**config.mk**
```make
export PLATFORM = sky130hd
export DESIGN_NAME = conv_window_mem
export DESIGN_NICKNAME = d
export VERILOG_FILES = /design/src/rtl/conv_window_mem.sv
export SDC_FILE = /design/constraint.sdc
export NUM_CORES = 1
export LEC_CHECK = 0
export CAP_MARGIN = 20
export CORE_ASPECT_RATIO = 1.75
export CORE_MARGIN = 2
export CORE_UTILIZATION = 46
export CTS_BUF_LIST = sky130_fd_sc_hd__clkbuf_4
export CTS_CLUSTER_DIAMETER = 60
export DETAILED_ROUTE_END_ITERATION = 8
export PLACE_DENSITY = 0.64
export SETUP_SLACK_MARGIN = 0.02
export SLEW_MARGIN = 20
export SYNTH_ARGS = -nofsm -noshare
export SYNTH_HDL_FRONTEND = slang
export SYNTH_SLANG_ARGS = --single-unit
export TNS_END_PERCENT = 10
```
**constraint.sdc**
```tcl
create_clock -name i_clk -period 2.65 [get_ports i_clk]
set_input_delay 0.53 -clock i_clk [delete_from_list [all_inputs] [get_ports i_clk]]
set_output_delay 0.53 -clock i_clk [all_outputs]
set_load 0.05 [all_outputs]
```
**src/rtl/conv_window_mem.sv**
```systemverilog
// conv_window_mem: per-lane image banks with a k x k window scanner.
// Each lane owns a MEM_DEPTH-word bank. A scan walks a k x k window
// anchored at a per-lane base address in row-major order. Each step
// returns one registered word per lane, one cycle after the step.
//
// state  | meaning
// -------+------------------------------------------------------------
// S_IDLE | no scan active; start latches base/k and enters S_RUN (k>=1)
// S_RUN  | scan active; each step reads one window element per lane
module conv_window_mem #(
  parameter int DATA_WIDTH   = 16,
  parameter int IMAGE_WIDTH  = 4,
  parameter int IMAGE_HEIGHT = 4,
  parameter int NUM_UNITS    = 2,
  parameter int MAX_KERNEL   = 3,
  localparam int MEM_DEPTH   = IMAGE_WIDTH * IMAGE_HEIGHT,
  localparam int AW          = $clog2(MEM_DEPTH),
  localparam int KW          = $clog2(MAX_KERNEL + 1)
) (
  input  logic                                  i_clk,
  input  logic                                  i_reset,
  input  logic                                  i_en,
  input  logic                                  i_write,
  input  logic [NUM_UNITS-1:0][AW-1:0]          i_write_addr,
  input  logic [NUM_UNITS-1:0][DATA_WIDTH-1:0]  i_data_in,
  input  logic                                  i_start,
  input  logic [NUM_UNITS-1:0][AW-1:0]          i_start_addr,
  input  logic [KW-1:0]                         i_kernel_dim,
  input  logic                                  i_step,
  output logic [NUM_UNITS-1:0][DATA_WIDTH-1:0]  o_data_out,
  output logic                                  o_valid,
  output logic                                  o_last,
  output logic                                  o_busy,
  output logic                                  o_done
);

  // Address arithmetic width: base + ky*IMAGE_WIDTH + kx never overflows this.
  localparam int CW  = $clog2(IMAGE_WIDTH);
  localparam int AXW = AW + KW + CW;

  localparam logic [KW-1:0]  KMAX_C  = KW'(MAX_KERNEL);
  localparam logic [AXW-1:0] IW_C    = AXW'(IMAGE_WIDTH);
  localparam logic [AXW-1:0] DEPTH_C = AXW'(MEM_DEPTH);

  typedef enum logic [0:0] {
    S_IDLE = 1'b0,
    S_RUN  = 1'b1
  } state_t;

  state_t r_state;
  state_t w_state_nxt;

  logic [DATA_WIDTH-1:0] r_mem [NUM_UNITS][MEM_DEPTH];

  logic [NUM_UNITS-1:0][AW-1:0]         r_base;
  logic [KW-1:0]                        r_k;
  logic [KW-1:0]                        r_kx;
  logic [KW-1:0]                        r_ky;
  logic [NUM_UNITS-1:0][DATA_WIDTH-1:0] r_data_out;
  logic                                 r_valid;
  logic                                 r_last;
  logic                                 r_done;

  logic [KW-1:0]                        w_k_new;
  logic                                 w_wrap_x;
  logic                                 w_last_elem;
  logic                                 w_busy;
  logic                                 w_latch;
  logic                                 w_read;
  logic                                 w_finish;
  logic                                 w_zero_start;
  logic [NUM_UNITS-1:0][AW-1:0]         w_rd_addr;

  // Clamp requested kernel side to the largest supported window.
  assign w_k_new = (i_kernel_dim > KMAX_C) ? KMAX_C : i_kernel_dim;

  // Row-major position tests: end of a row, and end of the whole window.
  assign w_wrap_x    = (r_kx == (r_k - KW'(1)));
  assign w_last_elem = w_wrap_x && (r_ky == (r_k - KW'(1)));

  // State register; reset drops any scan in flight.
  always_ff @(posedge i_clk or posedge i_reset) begin
    if (i_reset) begin
      r_state <= S_IDLE;
    end else begin
      r_state <= w_state_nxt;
    end
  end

  // Next-state logic; start has priority over step and restarts a running scan.
  always_comb begin
    w_state_nxt = r_state;
    if (i_en) begin
      case (r_state)
        S_IDLE: begin
          if (i_start && (w_k_new != '0)) begin
            w_state_nxt = S_RUN;
          end
        end
        S_RUN: begin
          if (i_start) begin
            w_state_nxt = (w_k_new != '0) ? S_RUN : S_IDLE;
          end else if (i_step && w_last_elem) begin
            w_state_nxt = S_IDLE;
          end
        end
        default: w_state_nxt = S_IDLE;
      endcase
    end
  end

  // State-decoded controls for the datapath.
  always_comb begin
    w_busy       = (r_state == S_RUN);
    w_latch      = i_en & i_start;
    w_read       = i_en & i_step & ~i_start & (r_state == S_RUN);
    w_finish     = w_read & w_last_elem;
    w_zero_start = w_latch & (w_k_new == '0);
  end

  // Window element address per lane, wrapped into the bank.
  always_comb begin
    w_rd_addr = '0;
    for (int u = 0; u < NUM_UNITS; u++) begin
      w_rd_addr[u] = AW'((AXW'(r_base[u]) + AXW'(r_ky) * IW_C + AXW'(r_kx)) % DEPTH_C);
    end
  end

  // Scan context: base/k latched on start, kx/ky advance row-major on each step.
  always_ff @(posedge i_clk or posedge i_reset) begin
    if (i_reset) begin
      r_base <= '0;
      r_k    <= '0;
      r_kx   <= '0;
      r_ky   <= '0;
    end else if (w_latch) begin
      r_base <= i_start_addr;
      r_k    <= w_k_new;
      r_kx   <= '0;
      r_ky   <= '0;
    end else if (w_read) begin
      if (w_wrap_x) begin
        r_kx <= '0;
        r_ky <= r_ky + KW'(1);
      end else begin
        r_kx <= r_kx + KW'(1);
      end
    end
  end

  // Banks are not reset; writes are accepted in any state.
  always_ff @(posedge i_clk) begin
    if (i_en && i_write) begin
      for (int u = 0; u < NUM_UNITS; u++) begin
        if (int'(i_write_addr[u]) < MEM_DEPTH) begin
          r_mem[u][i_write_addr[u]] <= i_data_in[u];
        end
      end
    end
  end

  // Registered read port and status pulses; a same-edge write is not visible.
  always_ff @(posedge i_clk or posedge i_reset) begin
    if (i_reset) begin
      r_data_out <= '0;
      r_valid    <= 1'b0;
      r_last     <= 1'b0;
      r_done     <= 1'b0;
    end else begin
      r_valid <= w_read;
      r_last  <= w_finish;
      r_done  <= w_finish | w_zero_start;
      if (w_read) begin
        for (int u = 0; u < NUM_UNITS; u++) begin
          r_data_out[u] <= r_mem[u][w_rd_addr[u]];
        end
      end
    end
  end

  assign o_data_out = r_data_out;
  assign o_valid    = r_valid;
  assign o_last     = r_last;
  assign o_done     = r_done;
  assign o_busy     = w_busy;

endmodule

```
Yosys cells after proc, flatten, opt, wreduce, memory -nomap -nowiden
Memory sizes are Yosys's and may differ from the RTL's.
Cells that the tools add are included.
W data, S select, Z words.
{"block": "word_totals", "register_bits": 50, "ramBits": 512, "input_bits": 56, "out_inout_bits": 36, "wordCells": 77, "mem_count": 1}
{"name": "r_mem", "depth": 2, "word_bits": 256, "read_ports": 2, "rd_clocked_by_memory_dff": 0, "wr": 2, "line": "53", "source": "logic [DATA_WIDTH-1:0] r_mem [NUM_UNITS][MEM_DEPTH];"}
{"block": "op_classes", "add_sub_neg": 7, "magnitude_cmp": 7, "eq_ne": 2, "muxes": 25, "n_bitwise": 13, "reduce_logical": 11}
{"operator": "$mux W256", "n": 2}
{"operator": "$bmux W16 S4", "n": 2}
{"operator": "$demux W16 S4", "n": 2}
{"operator": "$mux W16", "n": 6}
{"operator": "$ge A5 B5 Y1 const B", "n": 4}
{"operator": "$not A4 Y5", "n": 4}
{"operator": "$mux W2", "n": 7}
{"operator": "$lt A5 B1 Y1 const B", "n": 2}
{"operator": "$add A4 B2 Y4", "n": 2}
{"operator": "$add A4 B4 Y4", "n": 2}
{"operator": "$and A1 B1 Y1", "n": 6}
{"operator": "$logic_and A1 B1 Y1", "n": 6}
{"operator": "$reduce_bool A2 Y1", "n": 3}
{"operator": "$mux W1", "n": 5}
{"operator": "$add A2 B1 Y2 const B", "n": 2}
{"operator": "$eq A2 B2 Y1", "n": 2}
{"operator": "$gt A2 B2 Y1 const B", "n": 1}
{"operator": "$logic_not A2 Y1", "n": 1}
{"operator": "$not A1 Y1", "n": 2}
{"operator": "$pmux W1 S2", "n": 1}
{"operator": "$reduce_and A2 Y1", "n": 1}
{"operator": "$sub A2 B1 Y2 const B", "n": 1}
{"operator": "$or A1 B1 Y1", "n": 1}

Depth between registers and ports, before layout
{"block": "logic_depth", "depth_word": 7, "mapped_depth": 8, "depth_no_buf": 7}

Worst setup path after synthesis
OpenSTA, ideal clock, no wires.
{"block": "synth_path", "path_type": "input to register", "from": "input i_en", "to": "memory r_mem[0][240] (netlist name) (enable)", "setup_ns": 0.409, "arrival_time_ns": 2.305, "required_ns": 2.241, "setup_slack_ns": -0.064, "path_stages": 4, "path_buffers": 1, "path_cell_list": "buf_2 > nand2_1 > or3_1 > nor3_1"}
{"element": "start: declaration", "line": "22", "source": "input logic i_en,"}
{"element": "end: declaration", "line": "53"}

Worst setup path in the final report
{"block": "layout_path", "from": "register r_kx[0]", "to": "register r_data_out (netlist bit o_data_out[24])"}
{"block": "layout_between", "elab_chain_cells": 5}
{"element": "start: declaration", "line": "57", "source": "logic [KW-1:0] r_kx;"}
{"element": "start signal: assignment", "line": "146", "source": "r_kx <= r_kx + KW'(1);"}
{"element": "$add A4 B2 Y4", "line": "125", "source": "w_rd_addr[u] = AW'((AXW'(r_base[u]) + AXW'(r_ky) * IW_C + AXW'(r_kx)) % DEPTH_C);"}
{"element": "$not A4 Y5 (not written as such)", "line": "175", "source": "r_data_out[u] <= r_mem[u][w_rd_addr[u]];"}
{"element": "$bmux W16 S4", "line": "175"}
{"element": "$mux W16 (not written as such) (2 in series)", "line": "175"}
{"element": "end signal: indexed assignment", "line": "175"}
{"element": "end: declaration", "line": "59", "source": "logic [NUM_UNITS-1:0][DATA_WIDTH-1:0] r_data_out;"}
No other way between the ends. The select of a mux whose other input is x is not followed.
A chain may end at the register's enable or synchronous reset.

==> results.tsv <==
stage	metric	value	unit
clock_tree	Sink Count	562	
routing	WL/cell	25.0	um
timing	RSZ-0062 raised after global routing	no	
setup_path	Setup Crit Path Kind	flip-flop to flip-flop	
yosys	FF+latch count, synth	562	
timing	Max Clock Freq	391	MHz
yosys	Async S/R FF share, synth	8.90	%
power	Logic pwr share	20.8	%
place	GP Congestion	0.790	
floorplanning	Die Footprint	49300	sq um
place	PortBufs	91	
timing	Setup TNS	0	ns
clock_tree	# hold bufs at CTS	0	
timing	Pins Over Slew Limit	0	
clock_tree	Max clock buf depth	3	
hold_path	HP Class	primary input to asynchronous set/reset pin	
power	Lkg Pwr	9.07	nW
timing	fin crit share	96.6	%
yosys	Syn Area/Cell	21.6	sq um
power	Reg power frac	47.2	%
timing	clk_skew	0.0590	ns
layout	Area growth syn-to-layout	20.6	%
routing	remaining antenna violation count after routing	0	
place	DP HPWL	33.4	mm
routing	1st-iter DRT viols	770	
layout	Fill cells	3611	
outcome	outcome	finished, final reports clean	
yosys	ranking of synthesized cells by area	edfxtp_1, mux4_2, dfrtp_1	
clock_tree	Clk pin slew, worst setup/hold paths	0.07	ns
floorplanning	Die Ht	292	um
global_routing	GRT overflow	0	
setup_path	Worst EP arrival	3.27	ns
floorplanning	Initial Utilization	46.6	%
yosys	biggest area consumer among synthesized cells	edfxtp_1	
global_routing	vias in the first global route	12200	
job	# Max-Cap Violations	0	
global_routing	global-route total usage across every layer	20.8	%
floorplanning	Die Span X	169	um
global_routing	initial antenna violation count	8	
clock_tree	Worst-Skew Late Latency	0.82	ns
power	internal power	0.0156	W
clock_tree	CTS tree	done	
timing	clock period minus worst slack	2.56	ns
timing	Slew Limit Headroom	53.7	%
clock_tree	clock root cell	clkbuf_4	
yosys	sequential area share after synthesis	76.1	%
place	Placement Cell Area	24600	sq um
yosys	top cell type's share of synthesized area	70.4	%
routing	DR pass1 iterations	6	
setup_path	FF-to-FF Start	r_kx[0]	
layout	layout cells sized above 1	40.1	%
setup_path	maximum fanout along the worst path	29	
timing	Final Hold Viols	0	
clock_tree	H-tree depth	4	
setup_path	R2R depth	7	
yosys	Main synth FF type	edfxtp_1	
yosys	Post-synth EDFFs	512	
timing	final setup violation count	0	
yosys	Post-Syn Instances	1013	
power	sw power	0.00613	W
yosys	Synth cell types	38	
setup_path	R2R Setup Slk	0.09	ns
setup_path	critical path data required time	3.36	ns
layout	post-route cell area	26300	sq um
routing	# DRC	0	
setup_path	Startpoint Class	flip-flop	
floorplanning	core box area	46900	sq um
clock_tree	CTS Buf Count	132	
routing	via count	11100	
clock_tree	Post-CTS Setup Inserts	0	
floorplanning	io pins	92	
floorplanning	standard-cell rows	105	
place	Post-Place Cells	1759	
global_routing	largest net degree at the start of global routing	36	
yosys	syn nets	1077	
power	Clock Power Share	32.0	%
routing	vias per cell	5.55	
power	cell area power density	826	nW/um^2
yosys	Cell Area, Synth	21800	sq um
setup_path	CP endpoint kind	flip-flop	
timing	Worst Max-Slew Pin Slew	0.697	ns
layout	final non-filler cell total	2003	
power	maximum VDD drop	0.000857	V
global_routing	first-pass GRT wire length	73.9	mm
routing	Total Wirelength	50.1	mm
yosys	YS warnings	0	
setup_path	Worst R2R End	o_data_out[24]	
layout	fin nets	1369	
power	switching part of the total	28.2	%
timing	final hold slack	0.0762	ns
==> sequential cells by signal (all words and copies together) (netlist names) <==
signal,flops
r_mem,512
o_data_out,32
r_base,8
r_k,2
r_kx,2
r_ky,2
o_busy,1
o_done,1
o_last,1
o_valid,1
==> per-stage QoR <==
step	util, %	power, W	setup WS, ns
6_report	56.2	0.0218	0.0899
3_3_place_gp	52.4	0.0151	-0.0171
2_1_floorplan	-	0.0135	-0.0644
5_1_grt	56.2	0.0227	0.0210
4_1_cts	56.1	0.0221	0.0207
3_5_place_dp	52.4	0.0151	0.00456
==> worst max-delay path, stage by stage, from the launching register on <==
cell     delay, ns
dfrtp_2       0.45
ha_4          0.18
fa_2          0.61
buf_12        0.23
mux4_2        0.32
mux2_2        0.28
a22oi_1       0.29
nand2_1       0.09
==> cells by family after synthesis <==
kind of cell / Yosys count / synth area share, %
fa+ha+maj: 8 / 0.527
flops: 562 / 76.1
compound gates: 42 / 1.41
buf+inv: 46 / 1.36
simple gates: 139 / 2.73
xor+xnor: 8 / 0.321
mux: 208 / 17.5
==> cell usage after synthesis, drive strengths merged, types with 4 or more instances <==
cell type	n
edfxtp	512
mux4	128
nand2	75
mux2	74
dfrtp	50
a22oi	33
nor2	32
buf	23
clkbuf	21
nand2b	10
nor3	9
ha	6
mux2i	6
a21oi	4
xnor2	4
xor2	4
==> worst max-delay path by stage <==
stage	from	cells after the start	endpoint	slack [ns]
floorplan	i_en	4	r_mem[0][496]	-0.06
global placement	r_kx[0]	8	o_data_out[9]	-0.02
detailed placement	r_kx[0]	8	o_data_out[4]	0.005
CTS	r_kx[0]	8	o_data_out[12]	0.02
global route	o_data_out[12]	1	o_data_out[12]	0.02
finish	r_kx[0]	7	o_data_out[24]	0.09
==> layout by cell type (no fill, tap or decap), types with 3 or more instances in the layout <==
| cell | instances |
|---|---|
| nand2_1 | 75 |
| inv_2 | 3 |
| dlygate4sd2_1 | 20 |
| dlymetal6s2s_1 | 5 |
| a22oi_2 | 4 |
| nor2_2 | 24 |
| ha_1 | 4 |
| nor3_2 | 7 |
| mux4_2 | 128 |
| inv_6 | 4 |
| clkinvlp_4 | 3 |
| clkdlybuf4s50_1 | 66 |
| clkbuf_4 | 186 |
| dfrtp_1 | 49 |
| diode_2 | 4 |
| clkinv_4 | 3 |
| mux2i_4 | 4 |
| mux2_2 | 68 |
| buf_4 | 79 |
| mux2_1 | 6 |
| bufinv_16 | 3 |
| xnor2_1 | 4 |
| clkinv_1 | 33 |
| nand2b_1 | 10 |
| a22oi_1 | 29 |
| nor2_1 | 8 |
| buf_12 | 31 |
| edfxtp_1 | 512 |
| clkinv_2 | 7 |
==> metal layers <==
metal  track usage, %  vias up  routed length (um)
met5                0        -                  67
met4             8.68       10                1360
met3             5.17       97                2950
met2             39.2      367               28500
met1             21.9     5787               17200
li1                 -     4853                   -
==> repair_timing <==
action,CTS,global route
cloned,0,0
gates resized for setup,22,12
setup endpoints to repair,25,18
==> final cells by class <==
class	instances	area, sq um	area share, %
diodes	4	10.0	0.0380
clock buffers	186	1400	5.30
clock inverters	54	337	1.28
inverters	2	7.51	0.0285
multi-input cells	405	5110	19.4
flip-flops and latches	562	16600	63.1
well taps	588	736	2.79
repair buffers	202	2120	8.06
==> power by group through the flow <==
stage | clock (W) | combinational [W] | sequential [W]
2_1_floorplan | 0 | 0.00220 | 0.0113
3_3_place_gp | 0 | 0.00464 | 0.0105
3_5_place_dp | 0 | 0.00468 | 0.0105
4_1_cts | 0.00719 | 0.00460 | 0.0103
5_1_grt | 0.00762 | 0.00480 | 0.0103
6_report | 0.00696 | 0.00453 | 0.0103
No activity file was read; power rests on OpenSTA's default activity.
